--- config.mk ---
export PLATFORM = sky130hd
export DESIGN_NAME = frame_line_fetch
export DESIGN_NICKNAME = d
export VERILOG_FILES = /design/src/rtl/frame_fetch_pkg.sv /design/src/rtl/fetch_rsp_buf.sv /design/src/rtl/frame_line_fetch.sv
export SDC_FILE = /design/constraint.sdc
export NUM_CORES = 1
export LEC_CHECK = 0
export CAP_MARGIN = 20
export CORE_MARGIN = 1
export CORE_UTILIZATION = 50
export DETAILED_ROUTE_END_ITERATION = 8
export PLACE_DENSITY = 0.72
export SYNTH_ARGS = -nofsm -noshare
export SYNTH_HDL_FRONTEND = slang
export SYNTH_SLANG_ARGS = --single-unit
--- constraint.sdc ---
create_clock -name clk -period 4.75 [get_ports clk]
set_input_delay 0.95 -clock clk [delete_from_list [all_inputs] [get_ports clk]]
set_output_delay 0.95 -clock clk [all_outputs]
set_load 0.05 [all_outputs]
--- src/rtl/frame_fetch_pkg.sv ---
// Shared types and sizing helpers for the frame line fetcher and its response buffer.
package frame_fetch_pkg;

  typedef enum logic [1:0] {
    ST_IDLE  = 2'd0,
    ST_FETCH = 2'd1,
    ST_FLUSH = 2'd2
  } fetch_state_e;

  localparam int DEF_LINE_WIDTH      = 32;
  localparam int DEF_MAX_OUTSTANDING = 4;

  // A credit counter must be able to hold the full depth itself, not just depth-1.
  function automatic int credit_width(input int depth);
    return $clog2(depth + 1);
  endfunction

endpackage

--- src/rtl/fetch_rsp_buf.sv ---
// Small in-order response buffer: synchronous FIFO with push/pop/count and a
// combinational head so a buffered line can leave in the cycle after it arrives.
module fetch_rsp_buf
  import frame_fetch_pkg::*;
#(
  parameter int  WIDTH = DEF_LINE_WIDTH,
  parameter int  DEPTH = DEF_MAX_OUTSTANDING,
  localparam int CW    = credit_width(DEPTH),
  localparam int PW    = $clog2(DEPTH)
) (
  input  logic             clk,
  input  logic             rst_n,
  input  logic             i_clr,
  input  logic             i_push,
  input  logic [WIDTH-1:0] i_data,
  input  logic             i_pop,
  output logic [WIDTH-1:0] o_head,
  output logic [CW-1:0]    o_count,
  output logic             o_empty
);

  logic [WIDTH-1:0] r_mem [DEPTH];
  logic [PW-1:0]    r_rd_ptr;
  logic [PW-1:0]    r_wr_ptr;
  logic [CW-1:0]    r_count;
  logic             w_full;
  logic             w_push;
  logic             w_pop;

  assign w_full  = (r_count == CW'(DEPTH));
  assign o_empty = (r_count == '0);
  assign w_pop   = i_pop && !o_empty;
  assign w_push  = i_push && (!w_full || w_pop);
  assign o_head  = r_mem[r_rd_ptr];
  assign o_count = r_count;

  // NOTE: sequential state uses non-blocking assignments so every register samples pre-edge values.
  always_ff @(posedge clk or negedge rst_n) begin
    if (!rst_n) begin
      r_rd_ptr <= '0;
      r_wr_ptr <= '0;
      r_count  <= '0;
      // NOTE: storage is reset as well; it is only DEPTH entries and keeps the head output defined.
      for (int i = 0; i < DEPTH; i++) r_mem[i] <= '0;
    end else if (i_clr) begin
      r_rd_ptr <= '0;
      r_wr_ptr <= '0;
      r_count  <= '0;
    end else begin
      if (w_push) begin
        r_mem[r_wr_ptr] <= i_data;
        r_wr_ptr        <= r_wr_ptr + PW'(1);
      end
      if (w_pop) r_rd_ptr <= r_rd_ptr + PW'(1);
      r_count <= r_count + CW'(w_push) - CW'(w_pop);
    end
  end

  // The fetcher's credit rule must never let a response arrive with no room for it.
  a_no_overflow: assert property (@(posedge clk) disable iff (!rst_n)
    !(i_push && w_full && !w_pop && !i_clr));

endmodule

--- src/rtl/frame_line_fetch.sv ---
// Issues sequential line reads for one frame region, buffers the in-order responses
// and feeds them to the line FIFO write side without ever writing into a full FIFO.
module frame_line_fetch
  import frame_fetch_pkg::*;
#(
  parameter int LINE_WIDTH      = DEF_LINE_WIDTH,
  parameter int ADDR_WIDTH      = 32,
  parameter int CNT_WIDTH       = 20,
  parameter int MAX_OUTSTANDING = DEF_MAX_OUTSTANDING,
  parameter int ADDR_STRIDE     = LINE_WIDTH / 8
) (
  input  logic                  clk,
  input  logic                  rst_n,
  input  logic                  start,
  input  logic                  abort,
  input  logic [ADDR_WIDTH-1:0] base_addr,
  input  logic [CNT_WIDTH-1:0]  num_lines,
  output logic                  busy,
  output logic                  done,
  output logic                  aborted,
  output logic                  mem_req,
  output logic [ADDR_WIDTH-1:0] mem_addr,
  input  logic                  mem_gnt,
  input  logic                  mem_rvalid,
  input  logic [LINE_WIDTH-1:0] mem_rdata,
  output logic [LINE_WIDTH-1:0] fifo_line,
  output logic                  fifo_we,
  input  logic                  fifo_full
);

  localparam int CW = credit_width(MAX_OUTSTANDING);
  localparam int SW = CW + 1;
  localparam logic [ADDR_WIDTH-1:0] STRIDE = ADDR_WIDTH'(ADDR_STRIDE);

  fetch_state_e          r_state;
  logic [ADDR_WIDTH-1:0] r_next_addr;
  logic [ADDR_WIDTH-1:0] r_mem_addr;
  logic [CNT_WIDTH-1:0]  r_num;
  logic [CNT_WIDTH-1:0]  r_req_cnt;
  logic [CNT_WIDTH-1:0]  r_wr_cnt;
  logic [CW-1:0]         r_outstanding;
  logic                  r_mem_req;
  logic                  r_busy;
  logic                  r_done;
  logic                  r_aborted;

  logic                  w_fetch;
  logic                  w_grant;
  logic                  w_hold;
  logic                  w_rsp;
  logic                  w_push;
  logic                  w_we;
  logic                  w_last_we;
  logic                  w_issue;
  logic                  w_credit_ok;
  logic [CW-1:0]         w_buf_count;
  logic                  w_buf_empty;
  logic [LINE_WIDTH-1:0] w_buf_head;
  logic [CW-1:0]         w_out_nxt;
  logic [CW-1:0]         w_cnt_nxt;
  logic [CNT_WIDTH-1:0]  w_req_cnt_nxt;
  logic [ADDR_WIDTH-1:0] w_addr_nxt;

  assign w_fetch   = (r_state == ST_FETCH);
  assign w_grant   = r_mem_req && mem_gnt;
  assign w_hold    = r_mem_req && !mem_gnt;
  // Responses count only against lines actually in flight; strays are dropped.
  assign w_rsp     = mem_rvalid && (r_outstanding != '0) && (r_state != ST_IDLE);
  assign w_push    = w_rsp && w_fetch;
  assign w_we      = w_fetch && !w_buf_empty && !fifo_full;
  assign w_last_we = w_we && ((r_wr_cnt + CNT_WIDTH'(1)) == r_num);

  assign w_out_nxt     = r_outstanding + CW'(w_grant) - CW'(w_rsp);
  assign w_cnt_nxt     = w_buf_count + CW'(w_push) - CW'(w_we);
  assign w_req_cnt_nxt = r_req_cnt + CNT_WIDTH'(w_grant);
  assign w_addr_nxt    = w_grant ? (r_next_addr + STRIDE) : r_next_addr;

  // The next request is decided on post-edge occupancy so a grant can be followed
  // immediately by another request when credit remains.
  assign w_credit_ok = (SW'(w_out_nxt) + SW'(w_cnt_nxt)) < SW'(MAX_OUTSTANDING);
  assign w_issue     = w_fetch && !abort && (w_req_cnt_nxt < r_num) && w_credit_ok;

  fetch_rsp_buf #(
    .WIDTH (LINE_WIDTH),
    .DEPTH (MAX_OUTSTANDING)
  ) u_rsp_buf (
    .clk     (clk),
    .rst_n   (rst_n),
    .i_clr   (r_state == ST_FLUSH),
    .i_push  (w_push),
    .i_data  (mem_rdata),
    .i_pop   (w_we),
    .o_head  (w_buf_head),
    .o_count (w_buf_count),
    .o_empty (w_buf_empty)
  );

  always_ff @(posedge clk or negedge rst_n) begin
    if (!rst_n) begin
      r_state       <= ST_IDLE;
      r_next_addr   <= '0;
      r_mem_addr    <= '0;
      r_num         <= '0;
      r_req_cnt     <= '0;
      r_wr_cnt      <= '0;
      r_outstanding <= '0;
      r_mem_req     <= 1'b0;
      r_busy        <= 1'b0;
      r_done        <= 1'b0;
      r_aborted     <= 1'b0;
    end else begin
      r_done <= 1'b0;
      case (r_state)
        ST_IDLE: begin
          if (start) begin
            r_aborted <= 1'b0;
            if (num_lines == '0) begin
              r_done <= 1'b1;
            end else begin
              r_state       <= ST_FETCH;
              r_busy        <= 1'b1;
              r_num         <= num_lines;
              r_next_addr   <= base_addr;
              r_req_cnt     <= '0;
              r_wr_cnt      <= '0;
              r_outstanding <= '0;
            end
          end
        end

        ST_FETCH: begin
          r_req_cnt     <= w_req_cnt_nxt;
          r_next_addr   <= w_addr_nxt;
          r_outstanding <= w_out_nxt;
          if (w_we) r_wr_cnt <= r_wr_cnt + CNT_WIDTH'(1);
          // An ungranted request keeps its valid and address untouched.
          if (!w_hold) begin
            r_mem_req <= w_issue;
            if (w_issue) r_mem_addr <= w_addr_nxt;
          end
          if (w_last_we) begin
            r_state <= ST_IDLE;
            r_busy  <= 1'b0;
            r_done  <= 1'b1;
          end else if (abort) begin
            r_state <= ST_FLUSH;
          end
        end

        ST_FLUSH: begin
          r_outstanding <= w_out_nxt;
          r_mem_req     <= w_hold;
          if (!w_hold && (w_out_nxt == '0)) begin
            r_state   <= ST_IDLE;
            r_busy    <= 1'b0;
            r_done    <= 1'b1;
            r_aborted <= 1'b1;
          end
        end

        default: r_state <= ST_IDLE;
      endcase
    end
  end

  assign busy      = r_busy;
  assign done      = r_done;
  assign aborted   = r_aborted;
  assign mem_req   = r_mem_req;
  assign mem_addr  = r_mem_addr;
  assign fifo_we   = w_we;
  assign fifo_line = w_buf_head;

endmodule

======== Word level (Yosys, flattened, before mapping) ========
Index checks and enable logic that the tools add are counted.
storage, ports and cells
  flip-flop bits (word level) ............. 268
  bits in latches ......................... 0
  memory bits (writable) .................. 0
  bits in read-only memories .............. 0
  input bits .............................. 91
  memories ................................ 0
operators by class
  $add $sub $neg .......................... 12
  multipliers ............................. 0
  div/mod/pow operators ................... 0
  order comparisons ....................... 5
  equality and inequality tests ........... 11
  shifts and indexed selects .............. 0
  muxes and demuxes ....................... 44
  bitwise logic cells ..................... 5
  reductions and logical operators ........ 46
operators with widths
  cell                                                             number
  32-bit 2-to-1 mux                                                6
  128-bit bitwise mux                                              1
  20-bit case mux with 2 select lines                              2
  32-bit binary-select mux with 2-bit select                       1
  32-bit demux with 2-bit select                                   1
  32-bit case mux with 2 select lines                              1
  20-bit 2-to-1 mux                                                3
  32-bit by 3-bit adder with 32-bit output, second input constant  1
  20-bit by 1-bit adder with 20-bit output                         1
  20-bit by 1-bit adder with 20-bit output, second input constant  1
  20-bit == test                                                   1
  20-bit logical NOT                                               1
  20-bit < comparator                                              1
  2-bit 2-to-1 mux                                                 9
  1-bit logical AND                                                15
  3-bit AND reduction                                              5
  2-bit nonzero test                                               7
  1-bit 2-to-1 mux                                                 11
  3-bit by 1-bit adder with 3-bit output                           3
  3-bit 2-to-1 mux                                                 3
  3-bit by 1-bit subtractor with 3-bit output                      3
  2-bit != test, second input constant                             4
  4-bit AND reduction                                              2
  3-bit >= comparator, second input constant                       2
  23 further kinds                                                 38

======== Logic depth before layout (Yosys ltp) ========
  word-level depth ........................ 11
  depth in mapped cells ................... 18

======== Modules after synthesis ========
From an unflattened synthesis, not the netlist that was laid out.
unflattened totals
  cell total of the unflattened synthesis .. 1268
  area total of the unflattened synthesis .. 14854.2 um^2
by module, submodules not included
  module            times used  cells an instance  area an instance (um^2)  sequential area each (um^2)
  frame_line_fetch  1           909                8494.4                   3328.2
  fetch_rsp_buf     1           359                6359.8                   3378.2

======== Worst setup path before layout ========
No wires, ideal clock.
  path type ............................... input-to-reg
  start point ............................. input fifo_full
  end point ............................... register r_mem_addr[10] (netlist: mem_addr[10])
  library setup time ...................... 0.125 ns
  data arrival time ....................... 4.900 ns
  data required time ...................... 4.625 ns
  setup slack ............................. -0.275 ns
  stages .................................. 14
  buffers on the path ..................... 2
  cell sequence ........................... nor3_1 > clkbuf_1 > ha_1 > inv_1 > ha_1 > fa_1 > xnor2_1 > ha_1 > nor4_1 > nand4_1 > nor4_1 > a211o_1 > buf_1 > mux2_2
between the ends
  word-level cells in the longest chain between the ends .. 7
ends and longest elaborated chain
  item                                           line                     text
  from (decl)                                    frame_line_fetch.sv:28   input logic fifo_full
  1-bit logical NOT                              frame_line_fetch.sv:70   assign w_we = w_fetch && !w_buf_empty && !fifo_full;
  1-bit logical AND                              frame_line_fetch.sv:70
  via fifo_we                                    frame_line_fetch.sv:27   output logic fifo_we,
  3-bit by 1-bit subtractor with 3-bit output    frame_line_fetch.sv:74   assign w_cnt_nxt = w_buf_count + CW'(w_push) - CW'(w_we);
  3-bit by 3-bit adder with 4-bit output         frame_line_fetch.sv:80   assign w_credit_ok = (SW'(w_out_nxt) + SW'(w_cnt_nxt)) < SW'(MAX_OUTSTANDING);
  4-bit by 3-bit < comparator with 1-bit output  frame_line_fetch.sv:80
  1-bit logical AND                              frame_line_fetch.sv:81   assign w_issue = w_fetch && !abort && (w_req_cnt_nxt < r_num) && w_credit_ok;
  3-bit AND reduction (no line)                  --
  to (signal assigned)                           frame_line_fetch.sv:139  if (w_issue) r_mem_addr <= w_addr_nxt;
  to (decl)                                      frame_line_fetch.sv:37   logic [ADDR_WIDTH-1:0] r_mem_addr;
The timed path passes the listed nets, and every way through them passes these cells.
A chain may end at the register's enable or synchronous reset.

======== Worst setup path after layout ========
  start point ............................. input mem_gnt
  end point ............................... register r_mem_addr[14] (netlist: mem_addr[14])
between the ends
  word-level cells in the longest chain between the ends .. 7
ends and longest elaborated chain
  item                                           line                    text
  from (decl)                                    frame_line_fetch.sv:23  input logic mem_gnt,
  1-bit logical AND                              frame_line_fetch.sv:65  assign w_grant = r_mem_req && mem_gnt;
  3-bit by 1-bit adder with 3-bit output         frame_line_fetch.sv:73  assign w_out_nxt = r_outstanding + CW'(w_grant) - CW'(w_rsp);
  3-bit by 1-bit subtractor with 3-bit output    frame_line_fetch.sv:73
  3-bit by 3-bit adder with 4-bit output         frame_line_fetch.sv:80
  4-bit by 3-bit < comparator with 1-bit output  frame_line_fetch.sv:80
  1-bit logical AND                              frame_line_fetch.sv:81
  3-bit AND reduction (no line)                  --
Parallel ways exist; a longest one is shown, timed or not.

==> summary.md <==
| Metric | Value |
|---|---|
| Drc violations | 0 |
| Post-route clock period utilization | 92.5% |
| Via Count | 10369 |
| Row count | 61 |
| Horiz. Die Dim | 170 um |
| Crit-path max cell delay | 0.47 ns |
| Clk root buf | clkbuf_16 |
| Prevailing post-synth register cell | dfrtp_1 |
| Final nets | 1541 |
| CP Class | primary input to flip-flop |
| Antenna-violating nets left | 0 |
| Clock buffer count from CTS | 30 |
| Post-synth EDFFs | 0 |
| Pre-antenna DRT Iters | 5 |
| # Max-Cap Violations | 0 |
| Fin area | 0.0173 mm^2 |
| Initial antenna violation count | 1 |
| Register area share after synthesis | 47.4% |
| Longest Clk Path Bufs | 3 |
| Post-synth net total | 1377 |
| Total Routed Length | 32.9 mm |
| Synth cell count leaders | 268 x dfrtp_1, 183 x mux2_2, 75 x nand2_1 |
| Crit end category | flip-flop |
| Worst R2R End | mem_addr[14]$_DFFE_PN0P_ |
| Routed wire per std cell | 18.2 um |
| Status | finished, final reports clean |
| Final hold viol count | 0 |
| Vias in the first global route | 10265 |
| Finished Layout Cells | 1808 |
| Worst Reg-to-Reg Cells | 17 |
| Mapped cell area | 0.0141 mm^2 |
| DR iter-0 viols | 700 |
| Cell count of the worst hold path | 2 |
| Avg Synthesized Cell Area | 11.4 um^2 |
| Worst setup endpoint | mem_addr[14]$_DFFE_PN0P_ |
| Die area | 0.0290 mm^2 |
| Critical path launch point type | primary input |
| Final setup vio count | 0 |
| Top sig layer | met4 |
| Initial core utilization | 50.9% |
| GPL Wtd Cong | 0.846 |
| R2R Path Start | r_state[1]$_DFFE_PN0P_ |
| Hold Path Class | flip-flop to flip-flop |
| Req. time, crit path | 5.17 ns |
| Die Span Y | 170 um |
| Clock Latency Late Sink | 0.54 ns |
| H-tree levels | 1 |
| Min Clock Period, post-route | 4.40 ns |
| Crit-path slowest cell | clkdlybuf4s50_1 |
| Worst setup startpoint | mem_gnt |
| Post-CTS setup buffers | 0 |
| Async SR Flop Fraction | 100% |
| DR WL met3 | 1.74 mm |
| Max Slew Vio Count | 0 |
| Cell variety after synth | 67 |
| Placeable Area | 0.0278 mm^2 |
| Cell Pwr Density | 675 mW/mm^2 |
| Yosys Warn Count | 0 |
| Cell Count Post-Placement | 1752 |
| Vias/cell | 5.74 |
| Synth Register Bits | 268 |
| Crit-path max FO | 32 |
| I/O Buffers | 159 |
| Largest net degree at the start of global routing | 114 |
| Metal2 WL | 15.1 mm |
| Top post-synthesis cells by area | dfrtp_1 47%, mux2_2 15%, mux4_2 5.1% |
| Syn-to-layout area delta | 22.6% |
| Critical path, cell by cell | clkdlybuf4s50_1 -> and2_1 -> ha_1 -> nand4_1 -> nor3_1 -> nand3_1 -> nor2_1 -> nand4_1 -> xnor2_1 -> ha_1 -> a21o_1 -> a21oi_1 -> a21boi_0 -> nor4_1 -> a211o_1 -> buf_12 -> mux2_2 |
| Fin Setup TNS | 0 ns |
| First-pass GRT wire length | 53.5 mm |
| RSZ-0062 raised after global routing | no |
| Rel. slew slack | 43.2% |
| Gr ovfl total | 0 |
| Clock transition at the registers of the reported paths | 0.06 ns |
| Cts repair resizes | 0 |
| Share of post-route cells with drive strength above 1 | 23.0% |
| CTS tree | done |
| Top-count cell post-synth | dfrtp_1 |
| Final HPWL DP | 22.2 mm |
| Worst path arrival time | 4.82 ns |
| Lkg Pwr | 0.00763 uW |
| Area of placed instances | 0.0163 mm^2 |
| Fmax | 0.228 GHz |
| IO Pins | 160 |
| Metal-1 WL | 15.2 mm |
| Yosys top cell area share | 47.4% |
| Syn Inst Count | 1243 |
| CTS sink cnt | 268 |
| Slew @ Worst Pin | 0.852 ns |
| Reg2Reg Setup Slack | 0.61 ns |
| Peak supply drop | 530 uV |
| Total track usage | 23.1% |
| Hold-fix buffers, CTS | 0 |
| Yosys top cell by area | dfrtp_1 |
| Skew final | 0.00629 ns |
==> sequential cells by signal (all words and copies together) (netlist names), 2 cells and up <==
register and count:
mem_addr 32, u_rsp_buf.r_rd_ptr 2, r_req_cnt 20, u_rsp_buf.o_count 3
u_rsp_buf.r_mem 128, r_num 20, r_outstanding 3, r_state 2
r_next_addr 32, r_wr_cnt 20, u_rsp_buf.r_wr_ptr 2
==> power breakdown <==
| group | internal, uW | switching [uW] | leakage, uW | total, uW |
|---|---|---|---|---|
| combinational | 2440 | 3140 | 0.00365 | 5580 |
| sequential | 3090 | 681 | 0.00347 | 3770 |
| clock | 1430 | 923 | 0.000509 | 2360 |
==> metrics by stage <==
stage,worst slack [ns],power (uW),hold WS [ns],utilization (%)
2_1_floorplan,0.144,7640,0.444,-
3_3_place_gp,-0.0199,9210,0.468,58.7
3_5_place_dp,-0.112,9370,0.471,58.7
4_1_cts,0.443,11800,0.485,62.4
5_1_grt,0.0332,12400,0.509,62.4
6_report,0.355,11700,0.477,62.4
==> worst min path at each step <==
| stage | slack [ns] | end | start |
|---|---|---|---|
| 5_1_grt | 0.51 | r_next_addr[1]$_DFFE_PN0P_ | r_next_addr[1]$_DFFE_PN0P_ |
| 6_report | 0.48 | r_next_addr[1]$_DFFE_PN0P_ | r_next_addr[1]$_DFFE_PN0P_ |
| 3_5_place_dp | 0.47 | r_next_addr[1]$_DFFE_PN0P_ | r_next_addr[1]$_DFFE_PN0P_ |
| 4_1_cts | 0.48 | r_next_addr[1]$_DFFE_PN0P_ | r_next_addr[1]$_DFFE_PN0P_ |
| 2_1_floorplan | 0.44 | r_next_addr[0]$_DFFE_PN0P_ | r_next_addr[0]$_DFFE_PN0P_ |
| 3_3_place_gp | 0.47 | r_next_addr[1]$_DFFE_PN0P_ | r_next_addr[1]$_DFFE_PN0P_ |
==> cell families (layout without fill, tap and decap cells) <==
| logic type | count (synthesis) | count (layout) | share of synthesized area (%) |
|---|---|---|---|
| buf+inv | 122 | 308 | 3.32 |
| flops | 268 | 268 | 47.4 |
| simple gates | 276 | 276 | 9.88 |
| fa+ha+maj | 43 | 43 | 3.96 |
| mux | 225 | 225 | 20.4 |
| compound gates | 231 | 231 | 10.2 |
| other cells | 0 | 1 | 0 |
| xor+xnor | 78 | 78 | 4.83 |
==> cell type report <==
class / count / area, um^2
antenna: 1 / 2.50
fill: 2212 / 10400
clock buffer: 45 / 918
inverter: 50 / 188
clock inverter: 9 / 98.8
multi-input combinational: 853 / 6980
tap: 378 / 473
sequential: 268 / 6710
timing repair buffer: 204 / 1970
==> placed cells by master (no fill, tap or decap), drive strengths merged, types with 3 or more instances in the layout <==
master / n
dfrtp: 268
mux2: 184
clkdlybuf4s50: 157
nand2: 76
o21ai: 75
a21oi: 57
inv: 51
nand3: 47
buf: 47
clkbuf: 45
nor2: 43
xnor2: 40
ha: 40
xor2: 38
mux4: 32
o22ai: 30
and3: 21
nand4: 20
nor3: 18
nor4: 17
o31ai: 14
mux2i: 9
and2: 9
a21o: 8
a22o: 8
or3: 7
clkinv: 6
nor2b: 5
o211ai: 5
a31oi: 5
nand2b: 4
o41ai: 4
a32o: 4
and4: 4
fa: 3
a211oi: 3
or2: 3
==> metal layers <==
| layer | vias to the layer above | track usage [%] |
|---|---|---|
| met1 | 5194 | 32.0 |
| met4 | 0 | 6.82 |
| met3 | 56 | 3.79 |
| li1 | 4868 | - |
| met2 | 251 | 37.2 |
| met5 | - | 0 |
==> critical path: cells and delay by family <==
kind	cells	cell delay, ns
XOR/XNOR	1	0.17
AO/OA/AOI/OAI	4	0.71
multiplexers	1	0.36
buffers and inverters	2	0.70
adder cells (fa/ha/maj)	2	0.50
AND/OR/NAND/NOR	7	1.41
No activity file was read; power rests on OpenSTA's default activity.
